`src/rtl/game_sequencer.sv`:
```
// game_sequencer: idle/play/pause/over flow control and move-tick generation for the 8x8 snake game.
// Optional SNAKE_SEQ_AUTO_LEVEL_EN: when defined, the speed level follows the score; otherwise level stays 0.
module game_sequencer #(
  parameter int TICK_BASE       = 6250000,
  parameter int TICK_STEP       = 625000,
  parameter int LEVEL_MAX       = 7,
  parameter int SCORE_PER_LEVEL = 4
) (
  input  logic       clk,
  input  logic       rst,
  input  logic       key_start,
  input  logic       key_pause,
  input  logic       game_over,
  input  logic [3:0] score,
  output logic       move_tick,
  output logic       soft_rst,
  output logic       run,
  output logic       freeze_timer,
  output logic [1:0] state,
  output logic [2:0] level
);

  typedef enum logic [1:0] {
    S_IDLE  = 2'd0,
    S_PLAY  = 2'd1,
    S_PAUSE = 2'd2,
    S_OVER  = 2'd3
  } state_t;

  state_t      r_state;
  state_t      w_state_nxt;
  logic [23:0] r_cnt;
  logic [23:0] w_cnt_nxt;
  logic        r_tick;
  logic        w_tick_nxt;
  logic        r_soft;
  logic        w_soft_nxt;
  logic        r_run;
  logic        r_freeze;
  logic [2:0]  r_level;
  logic [2:0]  w_level_nxt;
  logic        r_start_q;
  logic        r_pause_q;
  logic        w_start_rise;
  logic        w_pause_rise;
  logic [23:0] w_period;
  logic [23:0] w_period_m1;

  // Key history resets high so a key held through reset release gives no edge.
  assign w_start_rise = key_start & ~r_start_q;
  assign w_pause_rise = key_pause & ~r_pause_q;

`ifdef SNAKE_SEQ_AUTO_LEVEL_EN
  logic [31:0] w_quot;
  assign w_quot = {28'd0, score} / 32'(SCORE_PER_LEVEL);
  assign w_level_nxt = (w_quot > 32'(LEVEL_MAX)) ? 3'(LEVEL_MAX) : w_quot[2:0];
`else
  logic w_unused_score;
  assign w_unused_score = ^score;
  assign w_level_nxt    = 3'd0;
`endif

  // Move period shrinks by one step per level; compare against P-1.
  assign w_period    = 24'(TICK_BASE) - 24'(r_level) * 24'(TICK_STEP);
  assign w_period_m1 = w_period - 24'd1;

  // Next-state, counter and pulse decode.
  always_comb begin
    w_state_nxt = r_state;
    w_cnt_nxt   = r_cnt;
    w_tick_nxt  = 1'b0;
    w_soft_nxt  = 1'b0;
    unique case (r_state)
      S_IDLE, S_OVER: begin
        if (w_start_rise) begin
          w_state_nxt = S_PLAY;
          w_soft_nxt  = 1'b1;
          w_cnt_nxt   = 24'd0;
        end
      end
      S_PLAY: begin
        if (game_over) begin
          w_state_nxt = S_OVER;
        end else if (w_pause_rise) begin
          w_state_nxt = S_PAUSE;
        end else if (r_cnt >= w_period_m1) begin
          w_cnt_nxt  = 24'd0;
          w_tick_nxt = 1'b1;
        end else begin
          w_cnt_nxt = r_cnt + 24'd1;
        end
      end
      S_PAUSE: begin
        if (w_pause_rise) begin
          w_state_nxt = S_PLAY;
        end
      end
      default: w_state_nxt = S_IDLE;
    endcase
  end

  // State, counter, key history and registered outputs.
  always_ff @(posedge clk or posedge rst) begin
    if (rst) begin
      r_state   <= S_IDLE;
      r_cnt     <= 24'd0;
      r_tick    <= 1'b0;
      r_soft    <= 1'b0;
      r_run     <= 1'b0;
      r_freeze  <= 1'b1;
      r_level   <= 3'd0;
      r_start_q <= 1'b1;
      r_pause_q <= 1'b1;
    end else begin
      r_state   <= w_state_nxt;
      r_cnt     <= w_cnt_nxt;
      r_tick    <= w_tick_nxt;
      r_soft    <= w_soft_nxt;
      r_run     <= (w_state_nxt == S_PLAY);
      r_freeze  <= (w_state_nxt != S_PLAY);
      r_level   <= w_level_nxt;
      r_start_q <= key_start;
      r_pause_q <= key_pause;
    end
  end

  assign move_tick    = r_tick;
  assign soft_rst     = r_soft;
  assign run          = r_run;
  assign freeze_timer = r_freeze;
  assign state        = r_state;
  assign level        = r_level;

endmodule
```
`config.mk`:
```
export PLATFORM = sky130hd
export DESIGN_NAME = game_sequencer
export DESIGN_NICKNAME = d
export VERILOG_FILES = /design/src/rtl/game_sequencer.sv
export SDC_FILE = /design/constraint.sdc
export NUM_CORES = 1
export LEC_CHECK = 0
export CORE_ASPECT_RATIO = 1.5
export CORE_MARGIN = 2
export CORE_UTILIZATION = 55
export DETAILED_ROUTE_END_ITERATION = 12
export GPL_TIMING_DRIVEN = 0
export MAX_ROUTING_LAYER = met4
export PLACE_DENSITY = 0.76
export SETUP_SLACK_MARGIN = 0.3
export SYNTH_ARGS = -nofsm -noshare
export SYNTH_HDL_FRONTEND = slang
export SYNTH_SLANG_ARGS = --single-unit
```
`constraint.sdc`:
```
create_clock -name clk -period 4.8 [get_ports clk]
set_clock_uncertainty 0.05 [all_clocks]
set_input_delay 0.96 -clock clk [delete_from_list [all_inputs] [get_ports clk]]
set_output_delay 0.96 -clock clk [all_outputs]
set_load 0.01 [all_outputs]
```
After elaboration in Yosys (flattened, before gate mapping) --
Index checks and enable logic that the tools add are counted.
Word-level totals: flip-flop bits (word level) 32, bits in latches 0, bits in writable memories 0, bits in read-only memories 0, input port bits 9, output and inout port bits 9, memories 0
Cells by class: add/subtract/negate cells 1, multiply operators 0, div/mod/pow operators 0, magnitude comparators 1, eq/ne operators 8, shift-type cells 0, mux-type cells 16, bitwise logic cells 4, reduce and logical (&&, ||, !) cells 4
Operator list (number):
- two-way mux 24 bit | 4
- one-hot mux 24 bit (2 select lines) | 1
- adder 24 x 1 -> 24 bit, second input constant | 1
- >= comparator 24 x 23 -> 1 bit, second input constant | 1
- two-way mux 2 bit | 4
- two-way mux 1 bit | 6
- != test 2 bit, second input constant | 3
- one-hot mux 2 bit (3 select lines) | 1
- equality test 2 x 1 -> 1 bit, second input constant | 2
- equality test 2 bit, second input constant | 2
- AND reduction 4 bit | 1
- bitwise AND 1 bit | 2
- logical NOT 2 bit | 1
- != test 2 x 1 -> 1 bit, second input constant | 1
- NOT 1 bit | 2
- nonzero test 2 bit | 1
- OR reduction 2 bit | 1

Logic depth before layout (Yosys ltp) --
depth in word-level cells 6, mapped depth 8

Least setup slack after synthesis --
Ideal clock, no wire load.
path kind input -> register, start input key_pause, end register r_cnt[22], arrival 2.209 ns, slack 2.463 ns, stages on the path 5, path through nor2b_1 > o31ai_4 > nand2_1 > or4_1 > a21oi_1
Between the ends: longest elaborated chain between the ends 3
Ends and longest elaborated chain:
- start, declared | RTL line 12 | input logic key_pause,
- bitwise AND 1 bit | RTL line 51 | assign w_pause_rise = key_pause & ~r_pause_q;
- != test 2 bit (no line)
- AND reduction 4 bit (no line)
- end signal, assigned | RTL line 116 | r_cnt <= w_cnt_nxt;
- end, declared | RTL line 32 | logic [23:0] r_cnt;
No other way between the ends. A chain may end at the register's enable or synchronous reset.

Worst setup path in the final report --
start input key_start, end register r_cnt[5]
Between the ends: longest elaborated chain between the ends 3
Ends and longest elaborated chain:
- start, declared | RTL line 11 | input logic key_start,
- bitwise AND 1 bit | RTL line 50 | assign w_start_rise = key_start & ~r_start_q;
- != test 2 bit (no line)
- AND reduction 4 bit (no line)
No other way between the ends.

==> Implementation_results.wiki <==
{| class="wikitable"
! Metric !! Value
|-
| Synth cell types || 49
|-
| Detail Route met3 WL || 109 microns
|-
| Total routed wirelength || 4130 microns
|-
| Hold/Removal Path Class || flop to flop
|-
| Worst setup path class || primary input to flop
|-
| Number of resized instances in the post-cts repair step || 0
|-
| Initial core utilization || 58.4%
|-
| Growth of design area from synthesis to finish || 14.1%
|-
| Routed met2 length || 2260 microns
|-
| Routed length per placed instance || 16.4 microns
|-
| Antenna viol nets, final || 0
|-
| Routability Congestion || 0.952
|-
| Fraction of final layout cells with drive strength greater than 1 || 13.7%
|-
| Synthesis-stage register bit count || 32
|-
| Flip-flop cell with the highest count after synthesis || sky130_fd_sc_hd__dfrtp_1
|-
| Number of cells in the design after placement || 243
|-
| Crit Path Max Fanout || 10
|-
| Max-Cap Viols || 0
|-
| Maximum clock rate || 361 MHz
|-
| Final hold violation count || 0
|-
| Wire length of the first global-routing pass || 7160 microns
|-
| CP endpoint kind || flop
|-
| Post-synthesis sequential area ratio || 43.2%
|-
| Unrepaired setup endpoints after global routing || false
|-
| Mean instance size in the synthesized netlist || 9.75 sq um
|-
| DIE HEIGHT || 75.3 microns
|-
| Leak Pwr || 0.915 nW
|-
| Pins Over Slew Limit || 0
|-
| Number of global-route vias before repair || 1593
|-
| Top routing layer in use || met4
|-
| DRC violations left || 0
|-
| Final clock period utilization by the worst path || 57.7%
|-
| Critical path origin || key_start
|-
| Final HPWL DP || 3010 microns
|-
| Worst voltage drop across the vdd grid || 0.308 mV
|-
| Pin count of the biggest net entering global routing || 33
|-
| Reg-to-Reg Start || state[0]$_DFF_PP0_
|-
| GRT Overall Usage || 25.9%
|-
| Bufs on Longest Clock Path || 2
|-
| Setup crit start kind || primary input
|-
| Number of H-tree levels || 2
|-
| Horizontal die dimension || 51.5 microns
|-
| Post-CTS Hold Fix Bufs || 0
|-
| Post-route insts no fill || 252
|-
| Initial antenna violation count || 0
|-
| Number of cells produced by synthesis || 191
|-
| Register clock-pin slew on the reported worst setup and hold paths || 0.06 ns
|-
| Data arrival, critical path || 2.89 ns
|-
| Capture point of the worst path || r_cnt[5]$_DFFE_PP0P_
|-
| Sum of internal, switching and leakage power || 0.000922 W
|-
| Outcome || finished clean
|-
| CTS tree || yes
|-
| Setup total negative slack || 0 ns
|-
| Worst-Skew Late Latency || 0.28 ns
|-
| Initial detailed-routing violation count || 32
|-
| Placeable core area || 0.00319 sq mm
|-
| Cell at the root of the clock tree || sky130_fd_sc_hd__clkbuf_8
|-
| Warnings from Yosys || 0
|-
| Vias after detailed routing || 1544
|-
| Count of port buffers added during placement || 10
|-
| Post-synth EDFFs || 0
|-
| Proportion of register bits with asynchronous set or reset after synthesis || 100%
|-
| Num ports || 18
|-
| # diodes || 0
|-
| Met1 wire length || 1700 microns
|-
| Slack of the worst reg-to-reg path || 2.31 ns
|-
| Number of clock sinks seen by CTS || 32
|-
| Worst reg-to-reg path cell count || 7
|-
| Post-layout min period || 2.77 ns
|-
| Site row count || 25
|-
| Endpoint of the worst register-to-register path || r_cnt[8]$_DFFE_PP0P_
|-
| Overall overflow remaining after global route || 0
|-
| Die Outline Area || 0.00388 sq mm
|-
| Worst-margin pin slew || 0.699 ns
|-
| Via density || 6.13
|-
| Worst relative slew slack || 53.0%
|-
| Post-CTS repair timing setup buffer count || 0
|-
| Most common cell after layout, fill and taps aside || sky130_fd_sc_hd__dfrtp_1
|-
| Count of nets after finishing || 223
|-
| Commonest cells after routing, fill and taps aside || sky130_fd_sc_hd__dfrtp_1, sky130_fd_sc_hd__nor2_1, sky130_fd_sc_hd__nand3_1, sky130_fd_sc_hd__xnor2_1
|-
| Total power density per cell area || 434 mW/mm^2
|-
| First-pass DRT Iterations || 4
|-
| Number of CTS-inserted buffers || 5
|-
| Cell Area, Synth || 0.00186 sq mm
|-
| Required time of the critical path || 4.92 ns
|-
| Final setup viols || 0
|}
[synthesized netlist by cell type, types with 2 or more instances]
cell | n | area, sq um
sky130_fd_sc_hd__or3_4 | 2 | 22.5
sky130_fd_sc_hd__ha_1 | 3 | 37.5
sky130_fd_sc_hd__a21oi_1 | 10 | 50.1
sky130_fd_sc_hd__and4_2 | 2 | 20.0
sky130_fd_sc_hd__a31oi_1 | 4 | 25.0
sky130_fd_sc_hd__a41oi_1 | 2 | 17.5
sky130_fd_sc_hd__and3_1 | 8 | 50.1
sky130_fd_sc_hd__nor2_1 | 20 | 75.1
sky130_fd_sc_hd__xnor2_1 | 11 | 96.3
sky130_fd_sc_hd__dfstp_2 | 3 | 78.8
sky130_fd_sc_hd__o21ai_0 | 2 | 10.0
sky130_fd_sc_hd__or4_1 | 3 | 22.5
sky130_fd_sc_hd__inv_1 | 10 | 37.5
sky130_fd_sc_hd__xor2_1 | 4 | 35.0
sky130_fd_sc_hd__nor4_1 | 8 | 50.1
sky130_fd_sc_hd__nand3_1 | 13 | 65.1
sky130_fd_sc_hd__clkbuf_1 | 3 | 11.3
sky130_fd_sc_hd__nand2_1 | 8 | 30.0
sky130_fd_sc_hd__nand2b_1 | 2 | 12.5
sky130_fd_sc_hd__dfrtp_1 | 29 | 726
sky130_fd_sc_hd__nor3_1 | 4 | 20.0
sky130_fd_sc_hd__buf_6 | 2 | 22.5
sky130_fd_sc_hd__nand4_1 | 9 | 56.3
sky130_fd_sc_hd__buf_4 | 3 | 22.5
sky130_fd_sc_hd__o31ai_1 | 2 | 15.0
[cell type report]
cell class / instances / area (sq um)
Buffer: 8 / 56.3
Clock buffer: 8 / 90.1
Fill cell: 283 / 1070
Inverter: 10 / 37.5
Multi-Input combinational cell: 143 / 971
Sequential cell: 32 / 805
Tap cell: 40 / 50.0
Timing Repair Buffer: 11 / 115
[stage by stage]
step           cell area (sq um)  util, %  hold WS, ns  worst slack [ns]
3_5_place_dp                2020     63.3        0.469              1.79
4_1_cts                     2110     66.1        0.480              2.07
2_1_floorplan               1870        -        0.417              2.46
6_report                    2120     66.6        0.478              2.03
3_3_place_gp                2020     63.3        0.445              1.78
5_1_grt                     2120     66.6        0.525              1.84
[report_power, final]
part	internal (W)	switching [W]
logic	0.000135	0.000245
clock network	0.000117	0.0000980
registers	0.000304	0.0000220
total	0.000556	0.000365
[cells by family (layout without fill, tap and decap cells)]
family | Yosys count | count (layout) | synth area share [%]
compound gates | 33 | 33 | 14.2
xor+xnor | 15 | 15 | 7.06
fa+ha+maj | 3 | 3 | 2.02
buf+inv | 18 | 37 | 5.04
flops | 32 | 32 | 43.2
other cells | 1 | 3 | 0.201
simple gates | 89 | 89 | 28.3
[critical path, stage by stage]
cell                              delay, ns
sky130_fd_sc_hd__clkdlybuf4s50_1       0.51
sky130_fd_sc_hd__inv_1                 0.05
sky130_fd_sc_hd__o21ai_1               0.40
sky130_fd_sc_hd__nand2_1               0.29
sky130_fd_sc_hd__a31oi_4               0.41
sky130_fd_sc_hd__buf_6                 0.21
sky130_fd_sc_hd__nor2_1                0.06
[state kept, by name, summed over array words and instances (netlist names)]
name and count:
r_pause_q 1, soft_rst 1, move_tick 1, r_cnt 24
freeze_timer 1, state 2, r_start_q 1, run 1
[per-layer routing]
layer  track usage [%]  up-vias
met5                 -        -
met4              9.36        0
met3              5.75        7
met2              45.9       31
met1              28.1      769
li1                  -      737
[worst min path at each step]
| stage | slack (ns) | depth (start not counted) | endpoint | startpoint |
|---|---|---|---|---|
| after detailed placement | 0.47 | 1 | r_cnt[18]$_DFFE_PP0P_ | r_cnt[18]$_DFFE_PP0P_ |
| final | 0.48 | 1 | r_cnt[18]$_DFFE_PP0P_ | r_cnt[18]$_DFFE_PP0P_ |
| after CTS | 0.48 | 1 | r_cnt[18]$_DFFE_PP0P_ | r_cnt[18]$_DFFE_PP0P_ |
| after global routing | 0.52 | 1 | r_cnt[0]$_DFFE_PP0P_ | r_cnt[0]$_DFFE_PP0P_ |
| after global placement | 0.44 | 1 | r_cnt[19]$_DFFE_PP0P_ | r_cnt[19]$_DFFE_PP0P_ |
| after floorplan | 0.42 | 1 | r_cnt[19]$_DFFE_PP0P_ | r_cnt[19]$_DFFE_PP0P_ |
Note: power is estimated with default switching activity, not from simulation.
